==> config.mk <==
export PLATFORM = sky130hd
export DESIGN_NAME = bp_be_issue_queue_flat
export DESIGN_NICKNAME = d
export VERILOG_FILES = /design/src/rtl/bp_be_issue_queue_pkg.sv /design/src/rtl/bp_be_issue_queue_if.sv /design/src/rtl/bp_be_issue_queue_mem.sv /design/src/rtl/bp_be_issue_queue.sv /design/src/flat_wrapper.sv
export SDC_FILE = /design/constraint.sdc
export NUM_CORES = 1
export LEC_CHECK = 0
export ABC_AREA = 1
export BUFFER_PORTS_ARGS = -buffer_cell sky130_fd_sc_hd__buf_2
export CORE_ASPECT_RATIO = 0.6
export CORE_MARGIN = 2
export CORE_UTILIZATION = 39
export CTS_BUF_LIST = sky130_fd_sc_hd__clkbuf_8
export DETAILED_ROUTE_END_ITERATION = 10
export PLACE_DENSITY_LB_ADDON = 0.08
export SYNTH_ARGS = -nofsm -noshare
export SYNTH_HDL_FRONTEND = slang
export SYNTH_SLANG_ARGS = --single-unit
==> constraint.sdc <==
create_clock -name clk_i -period 4.55 [get_ports clk_i]
set_clock_uncertainty 0.2 [all_clocks]
set_input_delay 0.91 -clock clk_i [delete_from_list [all_inputs] [get_ports clk_i]]
set_output_delay 0.91 -clock clk_i [all_outputs]
set_load 0.005 [all_outputs]
==> src/rtl/bp_be_issue_queue_pkg.sv <==
// Shared types for the BE issue queue: FE exception codes and the issue packet layout.
package bp_be_issue_queue_pkg;

    localparam int vaddr_width_gp = 39;
    localparam int instr_width_gp = 32;

    typedef enum logic [1:0] {
        e_instr_misaligned   = 2'd0,
        e_itlb_miss          = 2'd1,
        e_instr_page_fault   = 2'd2,
        e_instr_access_fault = 2'd3
    } bp_fe_exception_code_e;

    typedef struct packed {
        logic [vaddr_width_gp-1:0] pc;
        logic [instr_width_gp-1:0] instr;
        logic                      exc_not_instr;
        bp_fe_exception_code_e     exc;
    } bp_be_issue_pkt_s;

    localparam int issue_pkt_width_gp = $bits(bp_be_issue_pkt_s);

    function automatic logic is_pow2(input int n);
        return (n >= 2) && ((n & (n - 1)) == 0);
    endfunction

endpackage

==> src/rtl/bp_be_issue_queue_if.sv <==
// FE-enqueue and decoder-issue handshake bundle; slave is the queue, master drives it.
interface bp_be_issue_queue_if;
    import bp_be_issue_queue_pkg::*;

    logic                      fe_v_i;
    logic                      fe_ready_o;
    logic [vaddr_width_gp-1:0] fe_pc_i;
    logic [instr_width_gp-1:0] fe_instr_i;
    logic                      fe_exc_not_instr_i;
    bp_fe_exception_code_e     fe_exc_i;
    logic                      issue_v_o;
    bp_be_issue_pkt_s          issue_pkt_o;
    logic                      issue_yumi_i;

    modport slave (
        input  fe_v_i, fe_pc_i, fe_instr_i, fe_exc_not_instr_i, fe_exc_i, issue_yumi_i,
        output fe_ready_o, issue_v_o, issue_pkt_o
    );

    modport master (
        output fe_v_i, fe_pc_i, fe_instr_i, fe_exc_not_instr_i, fe_exc_i, issue_yumi_i,
        input  fe_ready_o, issue_v_o, issue_pkt_o
    );

endinterface

==> src/rtl/bp_be_issue_queue_mem.sv <==
// Entry storage: one synchronous write port, one asynchronous read port, no reset.
module bp_be_issue_queue_mem
    import bp_be_issue_queue_pkg::*;
#(
    parameter  int els_p        = 8,
    localparam int idx_width_lp = $clog2(els_p)
) (
    input  logic                    clk_i,
    input  logic                    w_v_i,
    input  logic [idx_width_lp-1:0] w_addr_i,
    input  bp_be_issue_pkt_s        w_pkt_i,
    input  logic [idx_width_lp-1:0] r_addr_i,
    output bp_be_issue_pkt_s        r_pkt_o
);

    bp_be_issue_pkt_s mem_d [els_p];
    bp_be_issue_pkt_s mem_q [els_p];

    always_comb begin
        mem_d = mem_q;
        if (w_v_i) begin
            mem_d[w_addr_i] = w_pkt_i;
        end
    end

    always_ff @(posedge clk_i) begin
        mem_q <= mem_d;
    end

    assign r_pkt_o = mem_q[r_addr_i];

endmodule

==> src/rtl/bp_be_issue_queue.sv <==
// Replayable issue queue: entries stay resident until committed so a roll-back can
// re-issue them from the commit pointer without refetching.
module bp_be_issue_queue
    import bp_be_issue_queue_pkg::*;
#(
    parameter  int els_p         = 8,
    parameter  int vaddr_width_p = vaddr_width_gp,
    localparam int idx_width_lp  = $clog2(els_p),
    localparam int ptr_width_lp  = idx_width_lp + 1
) (
    input  logic                    clk_i,
    input  logic                    reset_n_i,
    bp_be_issue_queue_if.slave      io,
    input  logic                    commit_v_i,
    input  logic                    roll_v_i,
    input  logic                    clr_v_i,
    output logic                    empty_o
);

    logic [ptr_width_lp-1:0] wptr_q, wptr_d;
    logic [ptr_width_lp-1:0] rptr_q, rptr_d;
    logic [ptr_width_lp-1:0] cptr_q, cptr_d;
    logic [ptr_width_lp-1:0] cptr_commit;
    logic                    full;
    logic                    accept;
    logic                    issue_v;
    bp_be_issue_pkt_s        fe_pkt;
    bp_be_issue_pkt_s        rd_pkt;

    // Same index with opposite wrap bits means every slot holds an uncommitted entry.
    assign full   = (wptr_q[idx_width_lp-1:0] == cptr_q[idx_width_lp-1:0])
                 && (wptr_q[ptr_width_lp-1] != cptr_q[ptr_width_lp-1]);
    assign accept  = io.fe_v_i & ~full;
    assign issue_v = (rptr_q != wptr_q);
    assign empty_o = (wptr_q == cptr_q);

    assign io.fe_ready_o  = ~full;
    assign io.issue_v_o   = issue_v;
    assign io.issue_pkt_o = issue_v ? rd_pkt : '0;

    assign fe_pkt = '{pc:            io.fe_pc_i,
                      instr:         io.fe_instr_i,
                      exc_not_instr: io.fe_exc_not_instr_i,
                      exc:           io.fe_exc_i};

    bp_be_issue_queue_mem #(.els_p(els_p)) mem (
        .clk_i    (clk_i),
        .w_v_i    (accept & ~clr_v_i),
        .w_addr_i (wptr_q[idx_width_lp-1:0]),
        .w_pkt_i  (fe_pkt),
        .r_addr_i (rptr_q[idx_width_lp-1:0]),
        .r_pkt_o  (rd_pkt)
    );

    assign cptr_commit = cptr_q + ptr_width_lp'(commit_v_i);

    always_comb begin
        wptr_d = wptr_q;
        rptr_d = rptr_q;
        cptr_d = cptr_q;
        if (clr_v_i) begin
            wptr_d = '0;
            rptr_d = '0;
            cptr_d = '0;
        end else if (roll_v_i) begin
            wptr_d = wptr_q + ptr_width_lp'(accept);
            cptr_d = cptr_commit;
            rptr_d = cptr_commit;
        end else begin
            wptr_d = wptr_q + ptr_width_lp'(accept);
            rptr_d = rptr_q + ptr_width_lp'(io.issue_yumi_i);
            cptr_d = cptr_commit;
        end
    end

    always_ff @(posedge clk_i or negedge reset_n_i) begin
        if (!reset_n_i) begin
            wptr_q <= '0;
            rptr_q <= '0;
            cptr_q <= '0;
        end else begin
            wptr_q <= wptr_d;
            rptr_q <= rptr_d;
            cptr_q <= cptr_d;
        end
    end

    // Protocol and parameter checks; a clear discards everything else that cycle.
    always_ff @(posedge clk_i) begin
        if (reset_n_i && !clr_v_i) begin
            assert (!(io.issue_yumi_i && !issue_v))
                else $error("issue_yumi_i asserted while issue_v_o is low");
            assert (!(commit_v_i && (cptr_q == rptr_q)))
                else $error("commit_v_i asserted with no issued entry outstanding");
        end
        assert (is_pow2(els_p)) else $error("els_p must be a power of 2 and >= 2");
        assert (vaddr_width_p == vaddr_width_gp) else $error("vaddr_width_p must match package");
    end

endmodule

==> src/flat_wrapper.sv <==
// flat-port wrapper written by rule: the top's interface ports become plain ports
module bp_be_issue_queue_flat import bp_be_issue_queue_pkg::*;
#(
    parameter  int els_p         = 8,
    parameter  int vaddr_width_p = vaddr_width_gp,
    localparam int idx_width_lp  = $clog2(els_p),
    localparam int ptr_width_lp  = idx_width_lp + 1
)
  (clk_i, reset_n_i, commit_v_i, roll_v_i, clr_v_i, empty_o, io_fe_v_i, io_fe_pc_i, io_fe_instr_i, io_fe_exc_not_instr_i, io_fe_exc_i, io_issue_yumi_i, io_fe_ready_o, io_issue_v_o, io_issue_pkt_o);
  bp_be_issue_queue_if io_i ();
  input  logic clk_i;
  input  logic reset_n_i;
  input  logic commit_v_i;
  input  logic roll_v_i;
  input  logic clr_v_i;
  output logic empty_o;
  input wire logic [$bits(io_i.fe_v_i)-1:0] io_fe_v_i;
  input wire logic [$bits(io_i.fe_pc_i)-1:0] io_fe_pc_i;
  input wire logic [$bits(io_i.fe_instr_i)-1:0] io_fe_instr_i;
  input wire logic [$bits(io_i.fe_exc_not_instr_i)-1:0] io_fe_exc_not_instr_i;
  input wire logic [$bits(io_i.fe_exc_i)-1:0] io_fe_exc_i;
  input wire logic [$bits(io_i.issue_yumi_i)-1:0] io_issue_yumi_i;
  output wire logic [$bits(io_i.fe_ready_o)-1:0] io_fe_ready_o;
  output wire logic [$bits(io_i.issue_v_o)-1:0] io_issue_v_o;
  output wire logic [$bits(io_i.issue_pkt_o)-1:0] io_issue_pkt_o;
  assign io_i.fe_v_i = io_fe_v_i;
  assign io_i.fe_pc_i = io_fe_pc_i;
  assign io_i.fe_instr_i = io_fe_instr_i;
  assign io_i.fe_exc_not_instr_i = io_fe_exc_not_instr_i;
  assign io_i.fe_exc_i = io_fe_exc_i;
  assign io_i.issue_yumi_i = io_issue_yumi_i;
  assign io_fe_ready_o = io_i.fe_ready_o;
  assign io_issue_v_o = io_i.issue_v_o;
  assign io_issue_pkt_o = io_i.issue_pkt_o;
  bp_be_issue_queue #(.els_p(els_p), .vaddr_width_p(vaddr_width_p)) u_core (.clk_i(clk_i), .reset_n_i(reset_n_i), .io(io_i), .commit_v_i(commit_v_i), .roll_v_i(roll_v_i), .clr_v_i(clr_v_i), .empty_o(empty_o));
endmodule
==> results of run 1 <==
==> report_power, final <==
| group | internal [W] | switching, W | leakage (nW) | total, W |
|---|---|---|---|---|
| combinational | 0.000454 | 0.000930 | 3.24 | 0.00138 |
| sequential | 0.00620 | 0.0000529 | 5.50 | 0.00625 |
| clock | 0.00198 | 0.00209 | 0.942 | 0.00406 |
| total | 0.00863 | 0.00307 | 9.69 | 0.0117 |
==> per-stage QoR <==
step	setup slack (ns)	utilization [%]	instance area, µm²	hold slack, ns
2_1_floorplan	-0.690	-	24200	0.351
3_3_place_gp	1.15	42.3	25900	0.384
3_5_place_dp	1.16	42.3	25900	0.385
4_1_cts	0.375	45.0	27500	0.218
5_1_grt	0.172	45.0	27500	0.236
6_report	0.423	45.0	27500	0.289
==> synth_stat cells (5+ instances only) <==
cell and count:
a21oi_1 5, buf_1 9, buf_2 36, buf_4 16, buf_6 11, clkbuf_1 54, dfrtp_1 12, edfxtp_1 592
ha_1 6, inv_1 17, nand2_1 86, nand3_1 87, nor2_1 686, o21ai_0 260, o21ai_1 115, xor2_1 7
==> layout make-up <==
class | count | area (µm²)
fillers | 5695 | 33600
repair buffers | 188 | 1210
multi-input cells | 1255 | 5460
clock buffers | 98 | 1350
diodes | 3 | 7.51
clock inverters | 67 | 277
well taps | 828 | 1040
flip-flops and latches | 604 | 18100
inverters | 18 | 75.1
==> registers in the layout, indices dropped and copies added, names as in the netlist <==
name              cells
u_core.mem.mem_q    592
u_core.cptr_q         4
u_core.rptr_q         4
u_core.wptr_q         4
==> worst max path at each step <==
stage	from	end	slack, ns	cells past startpoint
after floorplan	clr_v_i	u_core.mem.mem_q[0]	-0.69	4
after global placement	u_core.rptr_q[1]	io_issue_pkt_o[32]	1.15	6
after detailed placement	u_core.rptr_q[0]	io_issue_pkt_o[25]	1.16	7
after CTS	u_core.rptr_q[0]	io_issue_pkt_o[25]	0.38	7
after global routing	u_core.rptr_q[1]	io_issue_pkt_o[70]	0.17	6
final	u_core.rptr_q[1]	io_issue_pkt_o[71]	0.42	8
==> cell families after synthesis <==
kind of cell    synth area share, %
simple gates                   13.8
flops                          74.6
compound gates                 7.85
fa+ha+maj                     0.310
buf+inv                        3.08
xor+xnor                      0.325
==> layer usage <==
metal	vias up	global-route usage, %
met1	7395	26.0
met5	-	0
met2	281	30.2
met4	0	4.49
li1	7341	-
met3	82	3.86
==> critical path, stage by stage (launching register included) <==
cell and delay [ns]:
dfrtp_4 0.83, inv_2 0.36, buf_12 0.29, nor2_1 0.12
o21ai_0 0.08, nand3_1 0.11, nand2_1 0.06, nor2_1 0.27
buf_2 0.18
==> flow_summary.yaml, run 1 <==
yosys:
  syn_area_mm2: 0.0242
  syn_area_per_cell_um2: 12.1
  synth_async_sr_flop_share_pct: 1.99
  ys.flop_type: "edfxtp_1"
  synth_seq_cells: 604
  ys_top_cells_by_area: "edfxtp_1, nor2_1, o21ai_0"
  syn_inst: 2004
  synth-seq-area-share_pct: 74.6
  synth_top_area_share_pct: 73.4
  ys_types: 20
  yosys.area.top_type: "edfxtp_1"
  synth-edff-count: 592
  syn-num-nets: 2091
  yosysWarnings: 0
hold_path:
  worstHoldEndpoint: "u_core.mem.mem_q[216]"
  hold_start: "io_fe_pc_i[33]"
  min_path_cells: 1
  hold_path.class: "primary input to flop"
sta:
  rsz0062_at_grt: "false"
  slew_violations: 0
  slew_headroom_pct: 42.2
  period_share_pct: 90.7
  setup_viol: 0
  hold_viol: 0
  tightestPinTransition_ns: 0.864
  fmax_mhz: 242
  tns_ns: 0
  period_needed_ns: 4.13
global_routing:
  gr-total-overflow: 0
  antenna_found_initial: 4
  grt_max_degree: 126
  grt_pass1_wl_mm: 91.3
  grtUsageTotal_pct: 18.7
  grt_pass1_vias: 15091
route:
  wl_per_cell_um: 19.6
  detail-route-antenna-nets: 0
  wl_met2_mm: 27.9
  dr.max_layer_used: "met4"
  route.vias.total: 15099
  wl_met3_mm: 2.38
  drtPass1Iterations: 5
  met1_length_mm: 28.7
  drt_wl_total_mm: 60.0
  drt_iter0_drc: 1046
  vias_per_cell: 4.93
  route.detailed.drc: 0
critical_path:
  r2r_cells: 7
  worstPathArrival_ns: 3.02
  cp.required_ns: 3.44
  critPathCaptureType: "primary output"
  crit_path_max_fanout: 49
  cp-start-kind: "flop"
  r2r_end: "u_core.mem.mem_q[318]"
  worstReg2RegStart: "u_core.wptr_q[0]"
  regToRegSetupSlack_ns: 1.51
  path_class: "flop to primary output"
cells_and_area:
  layout.cells.non_filler: 3061
  final_cell_mix: "nor2_1, edfxtp_1, o21ai_0"
  nets: 2247
  layout_commonest_cell: "nor2_1"
  drive_gt1_share_pct: 13.9
  syn_to_final_growth_pct: 13.6
floorplan:
  num_rows: 70
  initial_core_util_pct: 39.6
  ioPinCount: 158
  dieArea_mm2: 0.0642
  die_w_um: 326
  die_h_um: 197
  core_area_mm2: 0.0611
clock_network:
  postCtsSetupBuffers: 0
  cts_max_level: 3
  numCtsBuffers: 93
  cts_tree: "yes"
  cts_resized: 0
  clk_latency_ns: 0.68
  cts_buffer_depth: 3
  cts.sinks: 604
  ctsRootBufferMaster: "clkbuf_8"
  path_clk_slew_ns: 0.06
  holdBufCountCts: 1
power_and_ir_drop:
  p_total_w: 0.0117
  vdd_drop_max_mv: 0.218
  p_per_area_mw_per_mm2: 426
  p_leak_nw: 9.69
run_status:
  status: "finished clean"
placed_design:
  dp.cells: 2892
  gp_congestion: 0.709
  numPortBuffers: 157
  dp_hpwl_mm: 27.9
run:
  cap_violations: 0
No activity file was read; power rests on OpenSTA's default activity.
==> run 2, diff against run 1 <==
Settings changed: ABC_AREA 1 to not set.
==> run 2 against run 1 <==
Effect of this change: sequential cell count is the same; sequential share of layout area grew 0.92 points; clock power grew 3%; cell count shrank 26%; power is essentially flat; first-iteration DRC count shrank 6.6%; routed wire length shrank 8.2%; critical path type unchanged; largest power group unchanged.
==> flow_summary.yaml, run 2 <==
yosys:
  synth_async_sr_flop_share_pct: 1.99
  synth-edff-count: 592
  yosysWarnings: 0
  syn_area_per_cell_um2: 19.9
  synth_seq_cells: 604
  ys.flop_type: "edfxtp_1"
  yosys.area.top_type: "edfxtp_1"
  syn_area_mm2: 0.0236
  ys_top_cells_by_area: "edfxtp_1, mux2_2, mux4_2"
  syn_inst: 1184
  syn-num-nets: 1271
  ys_types: 31
  synth_most_common_cell: "edfxtp_1"
  synth_top_area_share_pct: 75.4
  ys_top_cells_by_count: "edfxtp_1, mux2_2, nor2b_1, nor3_1"
  synth-seq-area-share_pct: 76.7
cells_and_area:
  layout.cells.non_filler: 2252
  drive_gt1_share_pct: 36.5
  largest_reg_flops: 592
  fin_util_pct: 45.6
  layout_commonest_cell: "edfxtp_1"
  final_cell_mix: "edfxtp_1, buf_2, mux2_2"
  nets: 1483
  syn_to_final_growth_pct: 15.0
  regMostFlops: "u_core.mem.mem_q"
sta:
  slew_headroom_pct: 43.8
  tns_ns: 0
  slew_violations: 0
  period_share_pct: 93.7
  tightestPinTransition_ns: 0.842
  hold_viol: 0
  fmax_mhz: 235
  setup_viol: 0
  rsz0062_at_grt: "false"
  period_needed_ns: 4.26
global_routing:
  grtUsageTotal_pct: 17.7
  grt_max_degree: 87
  grt_pass1_wl_mm: 81.6
  grt_pass1_vias: 12334
  gr-total-overflow: 0
  antenna_found_initial: 3
clock_network:
  numCtsBuffers: 91
  cts_resized: 0
  cts.sinks: 604
  cts_tree: "yes"
  cts_buffer_depth: 3
  ctsRootBufferMaster: "clkbuf_8"
  holdBufCountCts: 1
  postCtsSetupBuffers: 0
  clk_latency_ns: 0.67
  path_clk_slew_ns: 0.06
  cts_max_level: 3
critical_path:
  cp_slowest_stage_delay_ns: 0.81
  crit_family: "simple AND/OR/NAND/NOR gates"
  crit_chain: "nand2b_4 -> o22ai_1 -> nor3_1 -> buf_2"
  cp-start-kind: "flop"
  crit_start: "u_core.rptr_q[2]"
  path_class: "flop to primary output"
  worstReg2RegStart: "u_core.wptr_q[0]"
  slowest_stage: "dfrtp_2"
  cp.required_ns: 3.44
  crit_path_max_fanout: 31
  critPathCaptureType: "primary output"
  crit_buf_inv: 1
  worstPathArrival_ns: 3.15
run_status:
  status: "finished clean"
route:
  wl_per_cell_um: 24.4
  drt_iter0_drc: 977
  vias_per_cell: 5.22
  route.vias.total: 11752
  drt_wl_total_mm: 55.0
  route.detailed.drc: 0
  drtPass1Iterations: 5
  detail-route-antenna-nets: 0
power_and_ir_drop:
  p_sw_share_pct: 24.3
  p_leak_nw: 8.90
  p_total_w: 0.0117
  vdd_drop_max_mv: 0.180
  p_per_area_mw_per_mm2: 431
  clkPwrFrac_pct: 35.7
  share_comb_of_total_power_pct: 11.0
  p_int_w: 0.00886
  seqPwrFrac_pct: 53.3
  switchingPower_w: 0.00285
run:
  cap_violations: 0
floorplan:
  initial_core_util_pct: 39.6
  ioPinCount: 158
  dieArea_mm2: 0.0625
  num_rows: 69
  core_area_mm2: 0.0595
  die_h_um: 194
  die_w_um: 321
hold_path:
  hold_path.class: "primary input to flop"
  hold_start: "io_fe_instr_i[28]"
placed_design:
  dp.cells: 2083
  gp_congestion: 0.693
  dp_hpwl_mm: 29.8
  numPortBuffers: 157
==> run 2: cell type report <==
cell class | count | area, µm²
fill | 5098 | 32400
sequential | 604 | 18100
multi-input combinational | 505 | 5200
clock buffer | 95 | 1310
timing repair buffer | 192 | 1180
tap | 781 | 977
clock inverter | 70 | 358
inverter | 2 | 7.51
antenna | 3 | 7.51
==> run 2: final timing paths <==
check	slack, ns	cells past startpoint	end
setup / recovery	0.29	4	io_issue_pkt_o[55]
hold / removal	0.30	1	u_core.mem.mem_q[105]
setup reg to reg	1.66	4	u_core.mem.mem_q[473]
hold reg to reg	0.40	2	u_core.cptr_q[3]
max in group asynchronous	3.36	2	u_core.rptr_q[0]
min in group asynchronous	0.51	2	u_core.rptr_q[1]
==> run 2: cell families (layout without fill, tap and decap cells) <==
| kind of cell | count (synthesis) | count (layout) | synth area share [%] |
|---|---|---|---|
| fa+ha+maj | 6 | 6 | 0.318 |
| flops | 604 | 604 | 76.7 |
| simple gates | 185 | 185 | 4.47 |
| xor+xnor | 14 | 14 | 0.520 |
| buf+inv | 75 | 359 | 1.75 |
| other cells | 0 | 3 | 0 |
| mux | 224 | 224 | 14.2 |
| compound gates | 76 | 76 | 2.03 |
==> run 2: worst register-to-register path: cells and delay by family (launching register included) <==
| kind | cells | cell delay [ns] |
|---|---|---|
| buffers and inverters | 1 | 0.71 |
| XOR/XNOR | 1 | 0.15 |
| flip-flops | 1 | 0.62 |
| AND/OR/NAND/NOR | 2 | 0.78 |
==> run 2: through the flow <==
| step | hold slack (ns) | instance area [µm²] | setup slack (ns) |
|---|---|---|---|
| after detailed placement | 0.380 | 25400 | 0.979 |
| after global placement | 0.366 | 25400 | 0.968 |
| after CTS | 0.238 | 27100 | 0.225 |
| final | 0.303 | 27100 | 0.286 |
| after floorplan | 0.339 | 23600 | -1.50 |
| after global routing | 0.242 | 27100 | 0.0598 |
==> run 2: power groups by stage <==
stage,registers (W),logic (W),clock network [W]
floorplan,0.00633,0.000797,0
global placement,0.00635,0.00132,0
detailed placement,0.00635,0.00132,0
CTS,0.00624,0.00132,0.00432
global route,0.00624,0.00141,0.00456
finish,0.00624,0.00129,0.00417
==> run 2: routing by layer <==
layer  vias up  GRT usage, %  routed length, µm
met5         -             0                  0
met4         0          4.00                833
met3        82          4.39               2760
met2       246          24.9              23500
met1      6193          27.4              27900
li1       5231             -                  -
==> run 3, diff against run 2 <==
Settings changed: BUFFER_PORTS_ARGS -buffer_cell sky130_fd_sc_hd__buf_2 to -buffer_cell sky130_fd_sc_hd__buf_4.
==> run 3 against run 2 <==
Effect of this change: sequential cell count stayed put; count of clock-buffer cells in the layout unchanged; cell count down 0.31%; sequential power is essentially flat; hold slack lost 0.011 ns; utilization is 0.53 points higher; sequential share of layout area decreased by 0.77 points; setup slack improved by 0.19 ns; routed wire length grew 1.1%; critical endpoint is now io_issue_pkt_o[53].
==> flow_summary.yaml, run 3 (same netlist as run 2, synthesis figures left out) <==
sta:
  hold_viol: 0
  tightestPinTransition_ns: 0.737
  timing.hold.ws_ns: 0.292
  period_needed_ns: 4.07
  fin_ws_ns: 0.479
  slew_violations: 0
  rsz0062_at_grt: "false"
  fmax_mhz: 246
  slew_headroom_pct: 50.9
  setup_viol: 0
  period_share_pct: 89.5
power_and_ir_drop:
  p_per_area_mw_per_mm2: 424
  p_leak_nw: 8.98
  vdd_drop_max_mv: 0.202
cells_and_area:
  layout_commonest_cell: "edfxtp_1"
  drive_gt1_share_pct: 36.2
  regMostFlops: "u_core.mem.mem_q"
  n_antenna_cell: 0
  nets: 1480
  final_cell_mix: "edfxtp_1, buf_4, mux2_2"
  largest_reg_flops: 592
  fin_util_pct: 46.1
  syn_to_final_growth_pct: 16.4
  design_area_mm2: 0.0274
critical_path:
  path_class: "flop to primary output"
  worstReg2RegStart: "u_core.wptr_q[0]"
  critPathCaptureType: "primary output"
  crit_start: "u_core.rptr_q[1]"
  worstPathArrival_ns: 2.96
  crit_path_max_fanout: 50
  cp.required_ns: 3.44
  cp-start-kind: "flop"
route:
  drt_wl_total_mm: 55.6
  drtPass1Iterations: 5
  vias_per_cell: 5.24
  route.detailed.drc: 0
  wl_per_cell_um: 24.8
  detail-route-antenna-nets: 0
  drt_iter0_drc: 922
  route.vias.total: 11762
global_routing:
  grtUsageTotal_pct: 17.9
  grt_pass1_vias: 12464
  grt_max_degree: 81
  gr-total-overflow: 0
  antenna_found_initial: 2
  grt_pass1_wl_mm: 82.6
clock_network:
  clk_latency_ns: 0.65
  cts_buffer_depth: 3
  cts_tree: "yes"
  cts.sinks: 604
  numCtsBuffers: 91
  ctsRootBufferMaster: "clkbuf_8"
  postCtsSetupBuffers: 0
  path_clk_slew_ns: 0.06
  cts_max_level: 3
floorplan:
  core_area_mm2: 0.0595
  initial_core_util_pct: 39.6
  die_w_um: 321
  dieArea_mm2: 0.0625
  die_h_um: 194
  num_rows: 69
  ioPinCount: 158
hold_path:
  hold_start: "io_fe_pc_i[31]"
  hold_path.class: "primary input to flop"
placed_design:
  numPortBuffers: 157
  gp_congestion: 0.705
  place_area_mm2: 0.0258
  dp_hpwl_mm: 29.3
  place_ws_ns: 1.13
run:
  cap_violations: 0
run_status:
  status: "finished clean"
run 3: worst paths after layout:
path / to / slack [ns] / cells after the start
worst max register to register: u_core.mem.mem_q[344] / 1.68 / 4
worst max-delay path: io_issue_pkt_o[53] / 0.48 / 5
max in group asynchronous: u_core.rptr_q[1] / 3.51 / 2
worst min register to register: u_core.cptr_q[3] / 0.38 / 2
min in group asynchronous: u_core.cptr_q[0] / 0.46 / 2
worst min-delay path: u_core.mem.mem_q[362] / 0.29 / 1
run 3: critical path, cell delays in order, from the launching register on:
cell	delay, ns
dfrtp_4	0.80
buf_12	0.35
mux4_2	0.27
nor2b_1	0.04
nor3_1	0.51
buf_4	0.22
run 3: final cells by class:
type,count,area (µm²)
timing repair buffer,189,1580
fill,5135,32000
clock inverter,69,275
clock buffer,95,1310
inverter,2,7.51
tap,781,977
sequential,604,18100
multi-input combinational,505,5200
run 3: per-stage QoR:
stage / instances / TNS [ns] / power (W)
after global routing: 2245 / 0 / 0.0121
after global placement: 2080 / 0 / 0.00780
final: 2245 / 0 / 0.0116
after detailed placement: 2080 / 0 / 0.00781
after CTS: 2245 / 0 / 0.0118
after floorplan: 1184 / -658.23 / 0.00713
run 3: report_power, final:
part	internal, W	leakage (nW)	switching, W
logic	0.000672	2.54	0.000743
registers	0.00619	5.51	0.0000433
clock network	0.00192	0.937	0.00204
total	0.00879	8.98	0.00283
run 3: timing repair:
action	CTS	global route
hold buffers	1	0
gates resized for setup	0	0
endpoints found under the setup margin	0	0
hold endpoints to repair	12	0
run 3: layer usage:
metal	global-route usage (%)	wire, µm	share of wire [%]
met1	27.5	27500	49
met2	25.9	24700	44
met3	4.05	2650	4.8
met4	4.00	775	1.4
met5	0	28	0.050
